<file path="src/rtl/input_matrix_loader_pkg.sv">
// Shared sizing, derived line geometry and FSM state type for the input-matrix loader.
`ifndef ROWS
`define ROWS 4
`endif
`ifndef COLS
`define COLS 4
`endif
`ifndef WORD_SIZE
`define WORD_SIZE 8
`endif
`ifndef MEM_PORT_WIDTH
`define MEM_PORT_WIDTH 32
`endif

package input_matrix_loader_pkg;

   localparam int ROWS           = `ROWS;
   localparam int COLS           = `COLS;
   localparam int WORD_SIZE      = `WORD_SIZE;
   localparam int MEM_PORT_WIDTH = `MEM_PORT_WIDTH;

   function automatic int calc_wpl(input int mem_w, input int word_w);
      return mem_w / word_w;
   endfunction

   function automatic int calc_words(input int rows, input int cols);
      return 2 * rows * cols;
   endfunction

   function automatic int calc_lines(input int words, input int wpl);
      return (words + wpl - 1) / wpl;
   endfunction

   localparam int WPL = calc_wpl(MEM_PORT_WIDTH, WORD_SIZE);
   localparam int N   = calc_words(ROWS, COLS);
   localparam int L   = calc_lines(N, WPL);

   typedef enum logic [2:0] {
      S_IDLE,
      S_LOAD,
      S_FLUSH,
      S_KICK,
      S_WAIT_RDY,
      S_MATMUL,
      S_DONE,
      S_ERR
   } state_t;

endpackage

</file>
<file path="src/rtl/input_matrix_loader_if.sv">
// Host stream, input-RAM write port and matmul-FSM handshake of the loader.
interface input_matrix_loader_if #(
   parameter int WORD_SIZE      = input_matrix_loader_pkg::WORD_SIZE,
   parameter int MEM_PORT_WIDTH = input_matrix_loader_pkg::MEM_PORT_WIDTH
);
   logic                      load_start;
   logic                      host_valid;
   logic                      host_ready;
   logic [WORD_SIZE-1:0]      host_data;
   logic                      host_last;
   logic [31:0]               mem_addr;
   logic                      mem_wr_en;
   logic [MEM_PORT_WIDTH-1:0] mem_wr_data;
   logic                      inputs_rdy;
   logic                      start_fsm;
   logic                      start_matmul;
   logic                      fsm_rdy;
   logic                      load_err;

   modport master (
      output load_start, host_valid, host_data, host_last, fsm_rdy,
      input  host_ready, mem_addr, mem_wr_en, mem_wr_data,
             inputs_rdy, start_fsm, start_matmul, load_err
   );

   modport slave (
      input  load_start, host_valid, host_data, host_last, fsm_rdy,
      output host_ready, mem_addr, mem_wr_en, mem_wr_data,
             inputs_rdy, start_fsm, start_matmul, load_err
   );
endinterface

</file>
<file path="src/rtl/input_matrix_loader_line_packer.sv">
// Packs accepted words LSB-first into RAM lines; a forced close emits a partial line zero-filled above.
module line_packer
   import input_matrix_loader_pkg::*;
#(
   parameter int WORD_SIZE = input_matrix_loader_pkg::WORD_SIZE,
   parameter int WPL       = input_matrix_loader_pkg::WPL
) (
   input  logic                     clk,
   input  logic                     rst,
   input  logic                     word_vld,
   input  logic [WORD_SIZE-1:0]     word_data,
   input  logic                     word_end,
   output logic                     line_vld,
   output logic [WPL*WORD_SIZE-1:0] line_data
);
   localparam int IDX_W = (WPL > 1) ? $clog2(WPL) : 1;

   logic [WPL*WORD_SIZE-1:0] line_p0;
   logic [WPL*WORD_SIZE-1:0] line_nxt;
   logic [IDX_W-1:0]         idx_p0;
   logic                     line_close;

   always_comb begin
      line_nxt = line_p0;
      for (int k = 0; k < WPL; k++) begin
         if (idx_p0 == IDX_W'(k)) line_nxt[k*WORD_SIZE +: WORD_SIZE] = word_data;
      end
   end

   assign line_close = word_vld && (word_end || (idx_p0 == IDX_W'(WPL - 1)));

   // p0 accumulates the open line; the closed line is presented one cycle after its last word
   always_ff @(posedge clk) begin
      if (rst) begin
         line_p0   <= '0;
         idx_p0    <= '0;
         line_vld  <= 1'b0;
         line_data <= '0;
      end else begin
         line_vld <= line_close;
         if (line_close) begin
            line_data <= line_nxt;
            line_p0   <= '0;
            idx_p0    <= '0;
         end else if (word_vld) begin
            line_p0 <= line_nxt;
            idx_p0  <= idx_p0 + IDX_W'(1);
         end
      end
   end
endmodule

</file>
<file path="src/rtl/input_matrix_loader.sv">
// Streams the top and left matrices from the host into input RAM, then kicks the matmul FSM.
module input_matrix_loader
   import input_matrix_loader_pkg::*;
#(
   parameter int          ROWS           = `ROWS,
   parameter int          COLS           = `COLS,
   parameter int          WORD_SIZE      = `WORD_SIZE,
   parameter int          MEM_PORT_WIDTH = `MEM_PORT_WIDTH,
   parameter logic [31:0] BASE_ADDR      = 32'd0
) (
   input logic                  clk,
   input logic                  rst,
   input_matrix_loader_if.slave bus
);
   localparam int LINE_WORDS  = calc_wpl(MEM_PORT_WIDTH, WORD_SIZE);
   localparam int TOTAL_WORDS = calc_words(ROWS, COLS);
   localparam int CNT_W       = $clog2(TOTAL_WORDS + 1);

   state_t           state_p0;
   state_t           state_nxt;
   logic [CNT_W-1:0] word_cnt_p0;
   logic [31:0]      line_addr_p0;
   logic             inputs_rdy_p0;
   logic             load_err_p0;
   logic             hs;
   logic             last_word;
   logic             start_load;

   assign hs         = bus.host_valid && (state_p0 == S_LOAD);
   assign last_word  = (word_cnt_p0 == CNT_W'(TOTAL_WORDS - 1));
   assign start_load = bus.load_start && ((state_p0 == S_IDLE) || (state_p0 == S_DONE));

   always_comb begin
      state_nxt = state_p0;
      case (state_p0)
         S_IDLE, S_DONE: if (bus.load_start) state_nxt = S_LOAD;
         S_LOAD: begin
            // a misplaced last flag in either direction is unrecoverable
            if (hs) begin
               if (bus.host_last != last_word) state_nxt = S_ERR;
               else if (last_word)             state_nxt = S_FLUSH;
            end
         end
         S_FLUSH:    state_nxt = S_KICK;
         S_KICK:     state_nxt = S_WAIT_RDY;
         S_WAIT_RDY: if (bus.fsm_rdy) state_nxt = S_MATMUL;
         S_MATMUL:   state_nxt = S_DONE;
         S_ERR:      state_nxt = S_ERR;
         default:    state_nxt = S_IDLE;
      endcase
   end

   always_ff @(posedge clk) begin
      if (rst) begin
         state_p0      <= S_IDLE;
         word_cnt_p0   <= '0;
         line_addr_p0  <= BASE_ADDR;
         inputs_rdy_p0 <= 1'b0;
         load_err_p0   <= 1'b0;
      end else begin
         state_p0 <= state_nxt;
         if (start_load) begin
            word_cnt_p0   <= '0;
            line_addr_p0  <= BASE_ADDR;
            inputs_rdy_p0 <= 1'b0;
         end else begin
            if (hs)            word_cnt_p0  <= word_cnt_p0 + CNT_W'(1);
            if (bus.mem_wr_en) line_addr_p0 <= line_addr_p0 + 32'd1;
         end
         if (state_p0 == S_FLUSH)  inputs_rdy_p0 <= 1'b1;
         if (state_nxt == S_ERR)   load_err_p0   <= 1'b1;
      end
   end

   line_packer #(
      .WORD_SIZE (WORD_SIZE),
      .WPL       (LINE_WORDS)
   ) u_line_packer (
      .clk       (clk),
      .rst       (rst),
      .word_vld  (hs),
      .word_data (bus.host_data),
      .word_end  (last_word || bus.host_last),
      .line_vld  (bus.mem_wr_en),
      .line_data (bus.mem_wr_data)
   );

   assign bus.host_ready   = (state_p0 == S_LOAD);
   assign bus.start_fsm    = (state_p0 == S_KICK);
   assign bus.start_matmul = (state_p0 == S_MATMUL);
   assign bus.mem_addr     = line_addr_p0;
   assign bus.inputs_rdy   = inputs_rdy_p0;
   assign bus.load_err     = load_err_p0;
endmodule

</file>
<file path="src/flat_wrapper.sv">
// flat-port wrapper written by rule: the top's interface ports become plain ports
module input_matrix_loader_flat import input_matrix_loader_pkg::*;
#(
   parameter int          ROWS           = `ROWS,
   parameter int          COLS           = `COLS,
   parameter int          WORD_SIZE      = `WORD_SIZE,
   parameter int          MEM_PORT_WIDTH = `MEM_PORT_WIDTH,
   parameter logic [31:0] BASE_ADDR      = 32'd0
)
  (clk, rst, bus_load_start, bus_host_valid, bus_host_data, bus_host_last, bus_fsm_rdy, bus_host_ready, bus_mem_addr, bus_mem_wr_en, bus_mem_wr_data, bus_inputs_rdy, bus_start_fsm, bus_start_matmul, bus_load_err);
  input_matrix_loader_if #(.WORD_SIZE(WORD_SIZE), .MEM_PORT_WIDTH(MEM_PORT_WIDTH)) bus_i ();
  input logic clk;
  input logic rst;
  input wire logic [$bits(bus_i.load_start)-1:0] bus_load_start;
  input wire logic [$bits(bus_i.host_valid)-1:0] bus_host_valid;
  input wire logic [$bits(bus_i.host_data)-1:0] bus_host_data;
  input wire logic [$bits(bus_i.host_last)-1:0] bus_host_last;
  input wire logic [$bits(bus_i.fsm_rdy)-1:0] bus_fsm_rdy;
  output wire logic [$bits(bus_i.host_ready)-1:0] bus_host_ready;
  output wire logic [$bits(bus_i.mem_addr)-1:0] bus_mem_addr;
  output wire logic [$bits(bus_i.mem_wr_en)-1:0] bus_mem_wr_en;
  output wire logic [$bits(bus_i.mem_wr_data)-1:0] bus_mem_wr_data;
  output wire logic [$bits(bus_i.inputs_rdy)-1:0] bus_inputs_rdy;
  output wire logic [$bits(bus_i.start_fsm)-1:0] bus_start_fsm;
  output wire logic [$bits(bus_i.start_matmul)-1:0] bus_start_matmul;
  output wire logic [$bits(bus_i.load_err)-1:0] bus_load_err;
  assign bus_i.load_start = bus_load_start;
  assign bus_i.host_valid = bus_host_valid;
  assign bus_i.host_data = bus_host_data;
  assign bus_i.host_last = bus_host_last;
  assign bus_i.fsm_rdy = bus_fsm_rdy;
  assign bus_host_ready = bus_i.host_ready;
  assign bus_mem_addr = bus_i.mem_addr;
  assign bus_mem_wr_en = bus_i.mem_wr_en;
  assign bus_mem_wr_data = bus_i.mem_wr_data;
  assign bus_inputs_rdy = bus_i.inputs_rdy;
  assign bus_start_fsm = bus_i.start_fsm;
  assign bus_start_matmul = bus_i.start_matmul;
  assign bus_load_err = bus_i.load_err;
  input_matrix_loader #(.ROWS(ROWS), .COLS(COLS), .WORD_SIZE(WORD_SIZE), .MEM_PORT_WIDTH(MEM_PORT_WIDTH), .BASE_ADDR(BASE_ADDR)) u_core (.clk(clk), .rst(rst), .bus(bus_i));
endmodule
</file>
<file path="config.mk">
export PLATFORM = sky130hd
export DESIGN_NAME = input_matrix_loader_flat
export DESIGN_NICKNAME = d
export VERILOG_FILES = /design/src/rtl/input_matrix_loader_pkg.sv /design/src/rtl/input_matrix_loader_if.sv /design/src/rtl/input_matrix_loader_line_packer.sv /design/src/rtl/input_matrix_loader.sv /design/src/flat_wrapper.sv
export SDC_FILE = /design/constraint.sdc
export NUM_CORES = 1
export LEC_CHECK = 0
export CAP_MARGIN = 30
export CORE_MARGIN = 1.5
export CORE_UTILIZATION = 33
export CTS_BUF_LIST = sky130_fd_sc_hd__clkbuf_4
export CTS_CLUSTER_DIAMETER = 30
export DETAILED_ROUTE_END_ITERATION = 10
export PLACE_DENSITY = 0.6
export SLEW_MARGIN = 20
export SYNTH_ARGS = -nofsm -noshare
export SYNTH_HDL_FRONTEND = slang
export SYNTH_HIERARCHICAL = 1
export SYNTH_SLANG_ARGS = --single-unit
</file>
<file path="constraint.sdc">
create_clock -name clk -period 3.08 [get_ports clk]
set_clock_uncertainty 0.15 [all_clocks]
set_input_delay 0.77 -clock clk [delete_from_list [all_inputs] [get_ports clk]]
set_output_delay 0.77 -clock clk [all_outputs]
set_load 0.02 [all_outputs]
</file>
# Yosys cells after proc, flatten, opt, wreduce, memory -nomap -nowiden

Cells that the tools add are included.

Add/sub/neg operators: 3
Mux-type cells: 12
Eq/ne operators: 13
Reductions and logical operators: 12

Operators with widths:

| operator                                       | count |
|---|---|
| adder 32 x 1 -> 32 bit (second input constant) | 1 |
| two-way mux 8 bit                              | 4 |
| case mux 3 bit (7 select lines)                | 1 |
| == test 3 bit (second input constant)          | 5 |
| two-way mux 3 bit                              | 5 |
| adder 6 x 1 -> 6 bit (second input constant)   | 1 |
| == test 3 x 2 -> 1 bit (second input constant) | 2 |
| == test 6 x 5 -> 1 bit (second input constant) | 1 |
| OR reduction 2 bit                             | 3 |
| == test 2 bit (second input constant)          | 2 |
| == test 3 x 1 -> 1 bit (second input constant) | 1 |
| logical AND 1 bit                              | 3 |
| logical NOT 3 bit                              | 1 |
| logical OR 1 bit                               | 3 |
| adder 2 x 1 -> 2 bit (second input constant)   | 1 |
| == test 2 x 1 -> 1 bit (second input constant) | 1 |
| logical NOT 2 bit                              | 1 |
| two-way mux 1 bit                              | 2 |
| nonzero test 2 bit                             | 1 |
| != test 1 bit                                  | 1 |

Flip-flop bits (word level): 110
Output and inout port bits: 70
Logic and storage cells: 49
Input port bits: 14

# Logic depth before layout (Yosys ltp)

Gate-level depths: netlist (run 1).

Depth in word-level cells: 6
Mapped depth: 9
Mapped depth without buffers: 7

# By module

Netlist (run 1), hierarchy kept.

Modules (own cells, without submodules):

| module              | instances | sequential area each (µm²) | area an instance (µm²) | cells an instance |
|---|---|---|---|---|
| line_packer         | 1         | 1341.3                     | 3108.0                 | 294 |
| input_matrix_loader | 1         | 860.8                      | 2057.0                 | 247 |

# Worst setup path after synthesis (run 1)

Ideal clock, no wire load.

Path kind: reg2reg
Start point: register u_core.line_addr_p0[0] (netlist: u_core/bus.mem_addr[0])
End point: register u_core.line_addr_p0[18] (netlist: u_core/bus.mem_addr[18])
Buffers on the path: 2
Data required time: 2860 ps
Arrival: 2148 ps
Cell stages (with the launch flop): 8
Path slack: 712 ps
Cells stage by stage: dfxtp_1 ha_1 nand3_2 or4_1 clkbuf_1 buf_2 or3_1 a21oi_1

Longest elaborated chain between the ends: 1

Ends and longest elaborated chain:

| item                   | RTL line                  | source |
|---|---|---|
| start, declared        | input_matrix_loader.sv:22 | `logic [31:0] line_addr_p0;` |
| start signal, assigned | input_matrix_loader.sv:68 | `if (bus.mem_wr_en) line_addr_p0 <= line_addr_p0 + 32'd1;` |
| adder 32 x 1 -> 32 bit | input_matrix_loader.sv:68 |  |

Every way passes these cells.
A chain may end at the register's enable or synchronous reset.

# Worst setup path after layout (run 1)

Start point: register u_core.state_p0[2]
End point: output bus_start_matmul

Longest elaborated chain between the ends: 1

Ends and longest elaborated chain:

| item                   | RTL line                  | source |
|---|---|---|
| start, declared        | input_matrix_loader.sv:19 | `state_t state_p0;` |
| start signal, assigned | input_matrix_loader.sv:61 | `state_p0 <= state_nxt;` |
| == test 3 bit          | input_matrix_loader.sv:90 | `assign bus.start_matmul = (state_p0 == S_MATMUL);` |
| end, declared          | flat_wrapper.sv:25        | `output wire logic [$bits(bus_i.start_matmul)-1:0] bus_start_matmul;` |

Every way passes these cells.

==> summary.md, run 1 <==
| Metric | Value |
|---|---|
| Status | `complete, no violations` |
| Top cell type by total area after synthesis | `dfxtp_1` |
| Longest Clk Path Bufs | `2` |
| Core Rows | `45` |
| Peak Freq | `341 MHz` |
| Total wire length | `12,300 um` |
| Crit path kind | `reg2out` |
| Dominant cells by area after synthesis | `dfxtp_1, mux2i_1, o32ai_1` |
| EDFF count, synth | `0` |
| Post-CTS setup buffers | `0` |
| Top_reg_cell synth | `dfxtp_1` |
| H-tree depth | `3` |
| Max-cap viol count | `0` |
| DP HPWL | `7880 um` |
| Crit start category | `register` |
| Fin nets | `617` |
| Via density | `5.23` |
| Layout Cells excl Fill | `812` |
| Pwr Total | `2.56 mW` |
| Root buffer cell | `clkbuf_4` |
| Setup_tns | `0 ps` |
| DR pass1 iterations | `4` |
| Io pins | `84` |
| DR vias | `4,248` |
| Initial antenna violation count | `0` |
| Hold Path Class | `reg2reg` |
| Static Leak | `1.92 nW` |
| FFs w/ async S/R, synth | `0%` |
| N_diodes | `0` |
| Final hold slack | `330 ps` |
| Pins Over Slew Limit | `0` |
| First-pass GRT wire length | `20,100 um` |
| Relative slew slack | `64.4%` |
| Core area | `15,300 um^2` |
| Dpl cells | `793` |
| Area growth syn-to-layout | `21.9%` |
| Max VDD drop | `0.000284 V` |
| Yosys warns | `6` |
| Total die area | `16,400 um^2` |
| Syn avg cell area | `9.55 um^2` |
| Layout cells sized above 1 | `11.0%` |
| Post-Syn Instances | `541` |
| Tcrit/Tclk final | `95.3%` |
| Max FO, Critical Path | `12` |
| Crit-path cells | `inv_1 -> nor3b_1 -> clkdlybuf4s50_1` |
| Largest delay share family, worst path | `buffers and inverters` |
| Critical-path cell with the highest stage delay | `clkdlybuf4s50_1` |
| Clock transition at path regs | `150 ps` |
| Synth Register Bits | `110` |
| Clock Sinks | `110` |
| DRT antenna net count | `0` |
| Synth top cells by count | `dfxtp_1, mux2i_1, nand2b_1, o32ai_1, nand3_1` |
| Die W | `128 um` |
| Final setup violation count | `0` |
| Port bufs | `83` |
| Clock Latency Late Sink | `470 ps` |
| Vias in the first global route | `3,942` |
| Detailed-route DRC error count | `0` |
| Final worst path period need | `2940 ps` |
| TritonCTS clock tree | `done` |
| GPL Wtd Cong | `0.789` |
| DR iter-0 viols | `361` |
| Pin count of the biggest net entering global routing | `67` |
| CP max stage delay | `630 ps` |
| Critical Path AT | `2020 ps` |
| Chip height | `128 um` |
| Pwr/cell area | `406 nW/um^2` |
| Synthesized cell area | `5160 um^2` |
| Top cell type's share of synthesized area | `42.6%` |
| Data required, critical path | `2160 ps` |
| Worst Path Buf+Inv | `2` |
| Gr ovfl total | `0` |
| Sequential share of the synthesized area | `42.6%` |
| GRT Util Overall | `15.2%` |
| Routed len/inst | `15.2 um` |
| Initial Util | `33.8%` |
| Hold_buf cts | `0` |
| Cell with the most instances after synthesis | `dfxtp_1` |
| CP endpoint kind | `primary output` |
| Final Hold Viols | `0` |
| Worst Tran Pin Value | `534 ps` |
| Post-Layout Inst Area | `6300 um^2` |
| Cell variety after synth | `40` |
| Syn_nets | `562` |
| RSZ-0062 raised after global routing | `no` |
| CTS Buf Count | `9` |
| Cell Area, Placed | `6080 um^2` |
-- logic make-up (layout without fill, tap and decap cells) --
| kind of cell | after synthesis | count (layout) | share of synthesized area (%) |
|---|---|---|---|
| simple gates | 172 | 172 | 19.0 |
| mux | 36 | 36 | 6.98 |
| fa+ha+maj | 7 | 7 | 1.70 |
| buf+inv | 64 | 124 | 6.08 |
| xor+xnor | 15 | 15 | 2.54 |
| compound gates | 137 | 137 | 21.0 |
| flops | 110 | 110 | 42.6 |
-- layout by cell type (no fill, tap or decap), types with 3 or more instances in the layout --
| master | instances |
|---|---|
| a211oi_1 | 16 |
| a211oi_2 | 10 |
| a21bo_2 | 24 |
| a21oi_1 | 26 |
| and2_1 | 3 |
| buf_4 | 6 |
| buf_8 | 3 |
| clkbuf_4 | 9 |
| clkdlybuf4s50_1 | 82 |
| dfxtp_1 | 110 |
| ha_1 | 7 |
| inv_1 | 14 |
| mux2i_1 | 36 |
| nand2_1 | 22 |
| nand2b_1 | 34 |
| nand3_1 | 31 |
| nand4_1 | 8 |
| nor2_1 | 16 |
| nor3_1 | 8 |
| nor3b_1 | 10 |
| nor4_1 | 3 |
| o21ai_0 | 12 |
| o31ai_1 | 13 |
| o32ai_1 | 32 |
| or3_1 | 12 |
| or4_1 | 14 |
| xnor2_1 | 10 |
| xor2_1 | 5 |
-- final timing paths --
check                           from                 endpoint  slack [ps]  cells past startpoint
max               u_core/state_p0[2]         bus_start_matmul         140                      3
min          u_core/bus.mem_addr[31]  u_core/bus.mem_addr[31]         330                      2
max reg2reg   u_core/bus.mem_addr[0]  u_core/bus.mem_addr[22]         460                      5
min reg2reg  u_core/bus.mem_addr[31]  u_core/bus.mem_addr[31]         330                      2
-- registers in the layout, indices dropped and copies added (netlist names) --
register                        count
u_core/u_line_packer/idx_p0         2
u_core/u_line_packer/line_p0       32
u_core/u_line_packer/line_vld       1
u_core/bus.load_err                 1
u_core/bus.inputs_rdy               1
u_core/word_cnt_p0                  6
u_core/bus.mem_addr                32
u_core/state_p0                     3
u_core/u_line_packer/line_data     32
-- per-layer routing --
layer | track usage [%] | share of wire [%] | up-vias
li1 | - | - | 2113
met1 | 19.9 | 48 | 2033
met2 | 25.1 | 47 | 96
met3 | 4.22 | 4.4 | 6
met4 | 2.97 | 0.51 | 0
met5 | 0 | 0 | -
-- tightest hold or removal path, delay by kind of cell, from the launching register on --
kind          cells  cell delay [ps]
mux               1               50
simple gates      1               50
flops             1              350
-- cell type report --
type	instances	area [um^2]
fill	1505	8960
multi-input combinational	367	2660
sequential	110	2200
timing repair buffer	94	956
tap	211	264
clock inverter	7	97.6
clock buffer	9	67.6
inverter	14	52.6
-- power breakdown --
part,internal [mW],switching [mW],leakage (nW)
Sequential,1.44,0.0182,0.887
Clock,0.333,0.486,0.0842
Combinational,0.109,0.169,0.950
-- through the flow --
step                      utilization [%]  setup WS, ps
after floorplan                         -           712
after global placement               39.9           502
after detailed placement             39.9           436
after CTS                            40.9          74.1
after global routing                 41.3          7.35
final                                41.3           143
-- what timing repair did --
item,4_1_cts,5_1_grt
endpoints found under the setup margin,0,1
hold endpoints to repair,0,0
gates resized for setup,0,1
(Power assumes the default switching activity.)
==> run 2, diff against run 1 <==
PLACE_DENSITY = not set   (was 0.6)
==> results of run 2 <==
No change in the layout: final DEF, timing and power equal those of run 1.
